[config.mk]
export PLATFORM = sky130hd
export DESIGN_NAME = imem_loader
export DESIGN_NICKNAME = d
export VERILOG_FILES = /design/src/rtl/imem_loader_pkg.sv /design/src/rtl/imem_loader_timer.sv /design/src/rtl/imem_loader.sv
export SDC_FILE = /design/constraint.sdc
export NUM_CORES = 1
export LEC_CHECK = 0
export ABC_AREA = 1
export CORE_MARGIN = 2
export CORE_UTILIZATION = 30
export DETAILED_ROUTE_END_ITERATION = 12
export GPL_TIMING_DRIVEN = 0
export PLACE_DENSITY = 0.53
export SYNTH_ARGS = -nofsm -noshare
export SYNTH_HDL_FRONTEND = slang
export SYNTH_SLANG_ARGS = --single-unit
[constraint.sdc]
create_clock -name clk -period 2.7 [get_ports clk]
set_clock_uncertainty 0.2 [all_clocks]
set_input_delay 0.54 -clock clk [delete_from_list [all_inputs] [get_ports clk]]
set_output_delay 0.54 -clock clk [all_outputs]
set_load 0.005 [all_outputs]
[src/rtl/imem_loader_pkg.sv]
// Shared types and constants for the instruction-memory loader.
package imem_loader_pkg;

    localparam int WORD_W = 16;
    localparam int BYTE_W = 8;

    typedef enum logic [2:0] {
        IDLE   = 3'd0,
        LEN_HI = 3'd1,
        LEN_LO = 3'd2,
        DAT_HI = 3'd3,
        DAT_LO = 3'd4,
        WRITE  = 3'd5,
        DONE   = 3'd6,
        ERROR  = 3'd7
    } state_e;

    // States in which a byte may be taken from the source.
    function automatic logic is_rx_state(input state_e s);
        return (s == LEN_HI) || (s == LEN_LO) || (s == DAT_HI) || (s == DAT_LO);
    endfunction

    // States that make up an active load (header through last write).
    function automatic logic is_load_state(input state_e s);
        return is_rx_state(s) || (s == WRITE);
    endfunction

endpackage

[src/rtl/imem_loader_timer.sv]
// Inter-byte watchdog: down-counter reloaded on clear, decremented while
// enabled, and flagging expiry once it has counted CYCLES-1 steps.
module imem_loader_timer #(
    parameter int CYCLES = 8
) (
    input  logic clk,
    input  logic rst,
    input  logic clr_i,
    input  logic en_i,
    output logic expire_o
);

    localparam int CW = (CYCLES > 1) ? $clog2(CYCLES) : 1;
    localparam logic [CW-1:0] LOAD = CW'(CYCLES - 1);

    logic [CW-1:0] cnt_q;

    // Reload on clear, otherwise count down and park at zero.
    always_ff @(posedge clk) begin
        if (rst) begin
            cnt_q <= '0;
        end else if (clr_i) begin
            cnt_q <= LOAD;
        end else if (en_i && (cnt_q != '0)) begin
            cnt_q <= cnt_q - 1'b1;
        end
    end

    // Zero means CYCLES-1 idle cycles have already elapsed since the clear.
    assign expire_o = (cnt_q == '0);

endmodule

[src/rtl/imem_loader.sv]
// Loads a length-prefixed, big-endian 16-bit program image from a byte
// stream into the instruction RAM write port, holding the core in reset
// while the load is in progress.
module imem_loader
    import imem_loader_pkg::*;
#(
    parameter int ADDR_W      = 8,
    parameter int TIMEOUT_CYC = 50000000
) (
    input  logic                clk,
    input  logic                rst,
    input  logic                start,
    input  logic                byte_valid,
    input  logic [BYTE_W-1:0]   byte_data,
    output logic                byte_ready,
    output logic [ADDR_W-1:0]   mem_addr,
    output logic [WORD_W-1:0]   mem_data,
    output logic                mem_wren,
    output logic                cpu_hold,
    output logic                busy,
    output logic                done,
    output logic                err_len,
    output logic                err_timeout,
    output logic [ADDR_W:0]     words_loaded
);

    localparam int DEPTH = 2 ** ADDR_W;

    state_e              state_q, state_d;
    logic [15:0]         len_q;
    logic [BYTE_W-1:0]   hi_q;
    logic [ADDR_W:0]     idx_q;
    logic [ADDR_W:0]     words_q;
    logic                byte_ready_q;
    logic                mem_wren_q;
    logic                cpu_hold_q;
    logic                busy_q;
    logic                done_q;
    logic                err_len_q;
    logic                err_to_q;
    logic [ADDR_W-1:0]   mem_addr_q;
    logic [WORD_W-1:0]   mem_data_q;

    logic                xfer;
    logic                start_load;
    logic                timed;
    logic                tmr_clr;
    logic                tmr_expire;
    logic                timeout_hit;
    logic [15:0]         len_full;
    logic                len_zero;
    logic                len_bad;
    logic [ADDR_W:0]     idx_inc;
    logic                last_word;

    // A byte moves only when the registered ready meets a valid source.
    assign xfer        = byte_valid && byte_ready_q;
    // start is honoured only while no load is running.
    assign start_load  = start && ((state_q == IDLE) || (state_q == DONE) || (state_q == ERROR));
    assign timed       = (state_q == LEN_LO) || (state_q == DAT_HI) || (state_q == DAT_LO);
    // A transfer in the expiry cycle wins over the timeout.
    assign timeout_hit = timed && !xfer && tmr_expire;
    assign tmr_clr     = xfer || start_load;

    // Full header length as it will be once the low byte is latched.
    assign len_full  = {len_q[15:8], byte_data};
    assign len_zero  = (len_full == 16'd0);
    assign len_bad   = ({16'd0, len_full} > 32'(DEPTH));
    assign idx_inc   = idx_q + 1'b1;
    assign last_word = (32'(idx_inc) == {16'd0, len_q});

    imem_loader_timer #(
        .CYCLES (TIMEOUT_CYC)
    ) u_timer (
        .clk      (clk),
        .rst      (rst),
        .clr_i    (tmr_clr),
        .en_i     (timed),
        .expire_o (tmr_expire)
    );

    // Next-state selection for the frame parser.
    always_comb begin
        state_d = state_q;
        if (timeout_hit) begin
            state_d = ERROR;
        end else begin
            case (state_q)
                IDLE:   if (start_load) state_d = LEN_HI;
                LEN_HI: if (xfer) state_d = LEN_LO;
                LEN_LO: begin
                    if (xfer) begin
                        if (len_zero)     state_d = DONE;
                        else if (len_bad) state_d = ERROR;
                        else              state_d = DAT_HI;
                    end
                end
                DAT_HI: if (xfer) state_d = DAT_LO;
                DAT_LO: if (xfer) state_d = WRITE;
                WRITE:  state_d = last_word ? DONE : DAT_HI;
                DONE:   if (start_load) state_d = LEN_HI;
                ERROR:  if (start_load) state_d = LEN_HI;
                default: state_d = IDLE;
            endcase
        end
    end

    // State, registered output decode, and datapath latches.
    always_ff @(posedge clk) begin
        if (rst) begin
            state_q      <= IDLE;
            len_q        <= '0;
            hi_q         <= '0;
            idx_q        <= '0;
            words_q      <= '0;
            byte_ready_q <= 1'b0;
            mem_wren_q   <= 1'b0;
            cpu_hold_q   <= 1'b0;
            busy_q       <= 1'b0;
            done_q       <= 1'b0;
            err_len_q    <= 1'b0;
            err_to_q     <= 1'b0;
            mem_addr_q   <= '0;
            mem_data_q   <= '0;
        end else begin
            state_q      <= state_d;
            byte_ready_q <= is_rx_state(state_d);
            busy_q       <= is_load_state(state_d);
            cpu_hold_q   <= is_load_state(state_d) || (state_d == ERROR);
            done_q       <= (state_d == DONE);
            mem_wren_q   <= (state_d == WRITE);

            if (start_load) begin
                err_len_q <= 1'b0;
                err_to_q  <= 1'b0;
                words_q   <= '0;
                idx_q     <= '0;
            end

            if (timeout_hit) begin
                err_to_q <= 1'b1;
            end

            if (xfer) begin
                case (state_q)
                    LEN_HI: len_q[15:8] <= byte_data;
                    LEN_LO: begin
                        len_q[7:0] <= byte_data;
                        idx_q      <= '0;
                        if (!len_zero && len_bad) err_len_q <= 1'b1;
                    end
                    DAT_HI: hi_q <= byte_data;
                    DAT_LO: begin
                        // Address and data stay put after the write cycle.
                        mem_addr_q <= idx_q[ADDR_W-1:0];
                        mem_data_q <= {hi_q, byte_data};
                    end
                    default: ;
                endcase
            end

            if (state_q == WRITE) begin
                words_q <= idx_inc;
                idx_q   <= idx_inc;
            end
        end
    end

    assign byte_ready   = byte_ready_q;
    assign mem_addr     = mem_addr_q;
    assign mem_data     = mem_data_q;
    assign mem_wren     = mem_wren_q;
    assign cpu_hold     = cpu_hold_q;
    assign busy         = busy_q;
    assign done         = done_q;
    assign err_len      = err_len_q;
    assign err_timeout  = err_to_q;
    assign words_loaded = words_q;

endmodule

=== Yosys cells after proc, flatten, opt, wreduce, memory -nomap -nowiden ===
Cells that the tools add are included.

* Order comparisons: 1
* Mux-type cells: 24
* Add/sub/neg operators: 2
* Eq/ne operators: 15
* Reductions and logical operators: 31

{| class="wikitable"
|+ Operators by type and width
! cell !! count
|-
| $mux W9 || 6
|-
| $mux W26 || 2
|-
| $mux W3 || 9
|-
| $logic_not A26 Y1 || 1
|-
| $reduce_bool A26 Y1 || 1
|-
| $sub A26 B1 Y26 const B || 1
|-
| $eq A3 B3 Y1 const B || 8
|-
| $pmux W3 S6 || 1
|-
| $eq A9 B16 Y1 || 1
|-
| $gt A16 B9 Y1 const B || 1
|-
| $logic_not A16 Y1 || 1
|-
| $eq A3 B2 Y1 const B || 4
|-
| $logic_or A1 B1 Y1 || 10
|-
| $add A9 B1 Y9 const B || 1
|-
| $reduce_and A2 Y1 || 4
|-
| $eq A3 B1 Y1 const B || 2
|-
| $logic_and A1 B1 Y1 || 6
|-
| $mux W1 || 6
|-
| $reduce_bool A2 Y1 || 3
|-
| $logic_not A3 Y1 || 1
|-
| $reduce_or A3 Y1 || 1
|-
| $logic_not A1 Y1 || 2
|-
| $reduce_or A2 Y1 || 1
|}

* Word-level logic and storage cells: 90
* Output and inout bits: 40
* Input port bits: 12
* Register bits after elaboration: 102

=== Logic depth before layout (Yosys ltp) ===
* Depth after elaboration: 13
* Depth in mapped cells: 18
* Gate-level depth less buffers: 18

=== By module ===
A second synthesis with hierarchy kept.

* Cell total of the unflattened synthesis: 755
* Area total of the unflattened synthesis: 5,046.1 um^2

{| class="wikitable"
|+ Modules (own cells, without submodules)
! module !! cells an instance !! area each (um^2) !! seq. area each (um^2) !! times used
|-
| imem_loader || 456 || 3,193.1 || 1,521.5 || 1
|-
| imem_loader_timer || 299 || 1,853.0 || 520.5 || 1
|}

=== Worst setup path before layout ===
No wires, ideal clock.

* Path kind: register -> register
* From: register u_timer.cnt_q[0]
* To: register busy_q, in the netlist busy
* Clock period less this slack: 2.063 ns
* Required time: 2.386 ns
* Arrival time: 1.749 ns
* Library setup time: 0.114 ns
* Buffers on the path: 1
* Path slack: 0.637 ns
* Cell stages (with the launch flop): 15
* Cells stage by stage: dfxtp_1 > clkbuf_1 > inv_1 > ha_1 > nand2_1 > nor2_2 > and3_1 > nand4_2 > nand2_1 > inv_1 > nand4_1 > nand2_1 > nand2_1 > nand2_1 > nand2_1

* Word-level cells in the longest chain between the ends: 8
* Elaborated cells on any way between the ends: 12
* Classes of those cells: eq/ne: 5; mux: 1; reduce/logical: 6

{| class="wikitable"
|+ Ends and longest elaborated chain
! element !! line !! RTL
|-
| start, declared || imem_loader_timer.sv:16 || <nowiki>logic [CW-1:0] cnt_q;</nowiki>
|-
| start signal, assigned || imem_loader_timer.sv:25 || <nowiki>cnt_q <= cnt_q - 1'b1;</nowiki>
|-
| $logic_not A26 Y1 * || imem_loader_timer.sv:30 || <nowiki>assign expire_o = (cnt_q == '0);</nowiki>
|-
| $logic_and A1 B1 Y1 * || imem_loader.sv:62 || <nowiki>assign timeout_hit = timed && !xfer && tmr_expire;</nowiki>
|-
| $mux W3 * || imem_loader.sv:85 || <nowiki>if (timeout_hit) begin</nowiki>
|-
| $eq A3 B1 Y1 / $eq A3 B2 Y1 (equally long branches) || imem_loader_pkg.sv:20 || <nowiki>return (s == LEN_HI) || (s == LEN_LO) || (s == DAT_HI) || (s == DAT_LO);</nowiki>
|-
| $logic_or A1 B1 Y1 (3 in a row) || imem_loader_pkg.sv:20 ||
|-
| $logic_or A1 B1 Y1 * || imem_loader_pkg.sv:25 || <nowiki>return is_rx_state(s) || (s == WRITE);</nowiki>
|-
| end signal, assigned || imem_loader.sv:128 || <nowiki>busy_q <= is_load_state(state_d);</nowiki>
|-
| end, declared || imem_loader.sv:37 || <nowiki>logic busy_q;</nowiki>
|}

Mark *: on every way between the ends. The rest lies on a longest branch, timed or not.
A chain may end at the register's enable or synchronous reset.

=== Worst setup path after layout ===
* From: register u_timer.cnt_q[0]
* To: register u_timer.cnt_q[22]

* Word-level cells in the longest chain between the ends: 3
* Elaborated cells on any way between the ends: 6
* Classes of those cells: add/sub: 1; mux: 2; reduce/logical: 3

{| class="wikitable"
|+ Ends and longest elaborated chain
! element !! line !! RTL
|-
| $sub A26 B1 Y26 / $reduce_bool A26 Y1 (equally long branches) || imem_loader_timer.sv:25, imem_loader_timer.sv:24 ||
|-
| $mux W26 / $logic_and A1 B1 Y1 (equally long branches) || imem_loader_timer.sv:24 || <nowiki>end else if (en_i && (cnt_q != '0)) begin</nowiki>
|-
| $mux W26 / $reduce_bool A2 Y1 (equally long branches) || -- ||
|}

Several ways; a longest one is shown, not always the timed one. The select of a mux whose other input is x is not followed.

==> run summary <==
===============================================================================
Unrepaired setup endpoints after global routing                           false
Number of port buffers                                                       50
Post-layout minimum cycle time                                          2429 ps
Depth of the worst hold-timing path                                           2
Sequential cell area fraction in the yosys report                        43.99%
Number of clock sinks                                                       102
Number of H-tree levels                                                       3
EDFF count, synth                                                             0
Static power due to leakage                                         0.002299 uW
DRT iter0 DRCs                                                              223
Mean instance size in the synthesized netlist                        7.033 um^2
Worst vdd rail ir drop                                                0.2664 mV
Power density normalized to cell area                              612.0 nW/um^2
Launch instance of the worst min-delay path                        words_loaded[8]$_SDFFE_PP0P_
Worst Slack Setup Final                                                271.2 ps
Path category of the worst min-delay check                           reg -> reg
Number of global-route vias before repair                                  4286
Die ar.                                                              16480 um^2
Number of nets still failing antenna checks after routing                     0
DRC errors left                                                               0
Minimum setup slack among reg-to-reg paths                               270 ps
Total Routing Usage GR                                                   15.86%
Share of cells above drive strength 1                                    6.887%
Cell types occupying the most area after synthesis                 sky130_fd_sc_hd__dfxtp_1 44%, sky130_fd_sc_hd__nand2_1 9.7%, sky130_fd_sc_hd__a21oi_1 7.9%
Buffer levels on the longest clock path                                       2
Transition at the pin with the smallest max-transition slack           580.5 ps
Cell chosen for the clock root                                     sky130_fd_sc_hd__clkbuf_16
Setup-violating endpoint count in the final report                            0
Headroom to the max-slew limit                                           61.16%
Drt wl/cell                                                            13.68 um
Start of the worst register-to-register path                       u_timer.cnt_q[0]$_SDFFE_PP0P_
Total core area                                                      15150 um^2
Fin nets                                                                    735
Total clock buffers created by CTS                                            9
Reg-to-Reg End                                                     u_timer.cnt_q[22]$_SDFFE_PP0P_
Startpoint type of the worst setup path                                    flop
Run status                                                         finished, final reports clean
Antenna violations before repair                                              0
Share of the clock period used by the worst path after layout            89.95%
Number of iterations in the first detailed-routing pass                       5
Post-synthesis net count                                                    674
Power Total                                                             3469 uW
Number of hold violations in the final report                                 0
Max cap viols                                                                 0
Worst r2r path cells                                                         13
Number of placement rows                                                     45
Area growth from synthesis to layout                                     22.10%
Worst skew pair latency                                                  350 ps
Most frequent cell after synthesis                                 sky130_fd_sc_hd__nand2_1
Number of vias per cell after detailed routing                            4.875
Largest net degree at the start of global routing                            19
Area fraction of the dominant cell type after synthesis                  43.99%
Crit path DAT                                                           2480 ps
Clock network fraction of total power                                     36.2%
Antenna Cells                                                                 0
Die H                                                                  128.4 um
Count of unique library cells instantiated by Yosys                          38
FMAX                                                                 0.4117 GHz
CTS tree                                                                  built
I/O Pins                                                                     52
Gate count after technology mapping                                         660
Final number of max-transition violations                                     0
Switching share of power                                                 30.42%
Synthesis Warnings                                                            0
Final weighted congestion of routability-driven global placement         0.8728
Internal portion of total power                                         2413 uW
Main flop type after synthesis                                     sky130_fd_sc_hd__dfxtp_1
Die span in x                                                          128.4 um
Global-route wire length before repair                                 20.77 mm
Endpoint type of the worst setup path                                      flop
CTS clock-pin slew for the worst setup and hold paths                     70 ps
Post-synthesis sequential element count                                     102
Top cell type by total area after synthesis                        sky130_fd_sc_hd__dfxtp_1
DP HPWL                                                                9.349 mm
Cell types with the highest counts after synthesis                 120 x sky130_fd_sc_hd__nand2_1, 102 x sky130_fd_sc_hd__dfxtp_1, 92 x sky130_fd_sc_hd__nor2_1
Cell area after synthesis                                             4642 um^2
Total detailed-routing wirelength                                      12.50 mm
Net load switching power                                                1055 uW
Post-CTS Hold Buffers                                                         0
Comb power frac                                                           16.5%
Post-synth ARST share                                                        0%
Type of the worst setup path                                         reg -> reg
Filler cell count                                                          1590
Remaining Overflow, GRT                                                       0
Worst hold-check slack                                                 264.4 ps
Critical path required time                                             2750 ps
Post-place setup slack                                                -133.7 ps
Min-Delay Endpoint                                                 words_loaded[8]$_SDFFE_PP0P_
Post-CTS setup repair buffer count                                            0
Proportion of power drawn by flip-flops and latches                       47.3%
Top fanout value on the critical path                                         8
Total vias in the final route                                              4456
Effective utilization at floorplan                                       30.65%
===============================================================================
## timing repair
action                                  in CTS  in global routing
endpoints found under the setup margin       0                  2
hold endpoints to repair                     0                  0
gates resized for setup                      0                  2
## logic make-up (layout without fill, tap and decap cells)
| group | count (synthesis) | count (layout) | synth area share [%] |
|---|---|---|---|
| xor+xnor | 8 | 8 | 1.509 |
| flops | 102 | 102 | 43.99 |
| simple gates | 302 | 302 | 29.33 |
| fa+ha+maj | 2 | 2 | 0.5390 |
| buf+inv | 96 | 162 | 7.951 |
| compound gates | 150 | 150 | 16.68 |
## worst max-delay path, cell delays in order, from the launching register on
cell	delay, ps
sky130_fd_sc_hd__dfxtp_1	310
sky130_fd_sc_hd__clkbuf_1	290
sky130_fd_sc_hd__inv_1	80
sky130_fd_sc_hd__ha_1	250
sky130_fd_sc_hd__nand4_1	130
sky130_fd_sc_hd__nor2_1	60
sky130_fd_sc_hd__nand3_1	100
sky130_fd_sc_hd__nand2_4	100
sky130_fd_sc_hd__inv_2	160
sky130_fd_sc_hd__nand4_1	220
sky130_fd_sc_hd__o21ai_0	220
sky130_fd_sc_hd__nand3b_1	90
sky130_fd_sc_hd__nand2_1	80
sky130_fd_sc_hd__inv_1	30
## worst max path at each step
stage                                endpoint  slack [ps]                           from
2_1_floorplan                 busy$_SDFF_PP0_         640  u_timer.cnt_q[0]$_SDFFE_PP0P_
3_3_place_gp                  busy$_SDFF_PP0_        -110                   byte_data[7]
3_5_place_dp                  busy$_SDFF_PP0_        -130                   byte_data[7]
4_1_cts                       busy$_SDFF_PP0_         210                   byte_data[7]
5_1_grt        u_timer.cnt_q[22]$_SDFFE_PP0P_          20  u_timer.cnt_q[0]$_SDFFE_PP0P_
6_report       u_timer.cnt_q[22]$_SDFFE_PP0P_         270  u_timer.cnt_q[0]$_SDFFE_PP0P_
## power groups by stage
stage	combinational (uW)	sequential (uW)	clock, uW
final	572	1640	1260
after detailed placement	567	1670	0
after CTS	571	1640	1290
after floorplan	411	1660	0
after global routing	656	1650	1350
after global placement	561	1670	0
## per-layer routing
layer	global-route usage [%]	vias to the layer above	part of all wire, %
met4	7.628	0	2.8
met2	25.44	93	45
met3	2.827	28	3.7
met5	0	-	0
met1	20.72	2042	49
li1	-	2293	-
## placed cells by master (no fill, tap or decap), drive strengths merged, types with 3 or more instances in the layout
cell type	instances
nand4	19
nor3	13
a31oi	3
nor4	3
o211ai	4
clkdlybuf4s50	50
nand3b	4
nand3	31
clkinv	6
dfxtp	102
inv	72
o21ai	68
a21oi	73
xor2	7
nand2	125
or2	3
buf	6
nor2	100
clkbuf	27
## area by class of cell
type	count	area [um^2]	share of cell area [%]
Clock buffer	10	229.0	4.040
Buffer	23	95.09	1.678
Sequential cell	102	2042	36.03
Multi-Input combinational cell	462	2238	39.49
Clock inverter	6	53.80	0.9492
Tap cell	188	235.2	4.150
Inverter	73	274.0	4.834
Timing Repair Buffer	50	500.5	8.830
## stage by stage
step	TNS, ps	area, um^2	instances	utilization, %
after floorplan	0	4642	660	-
after global placement	-463.7	5378	898	35.51
after detailed placement	-581.7	5378	898	35.51
after CTS	0	5660	914	37.37
after global routing	0	5668	914	37.42
final	0	5668	914	37.42
## sequential cells by signal (all words and copies together), names as in the netlist, 3 cells and up
signal	flops
mem_addr	8
state_q	3
hi_q	8
u_timer.cnt_q	26
idx_q	9
len_q	16
words_loaded	9
mem_data	16
Power figures use the tool's default switching activity.
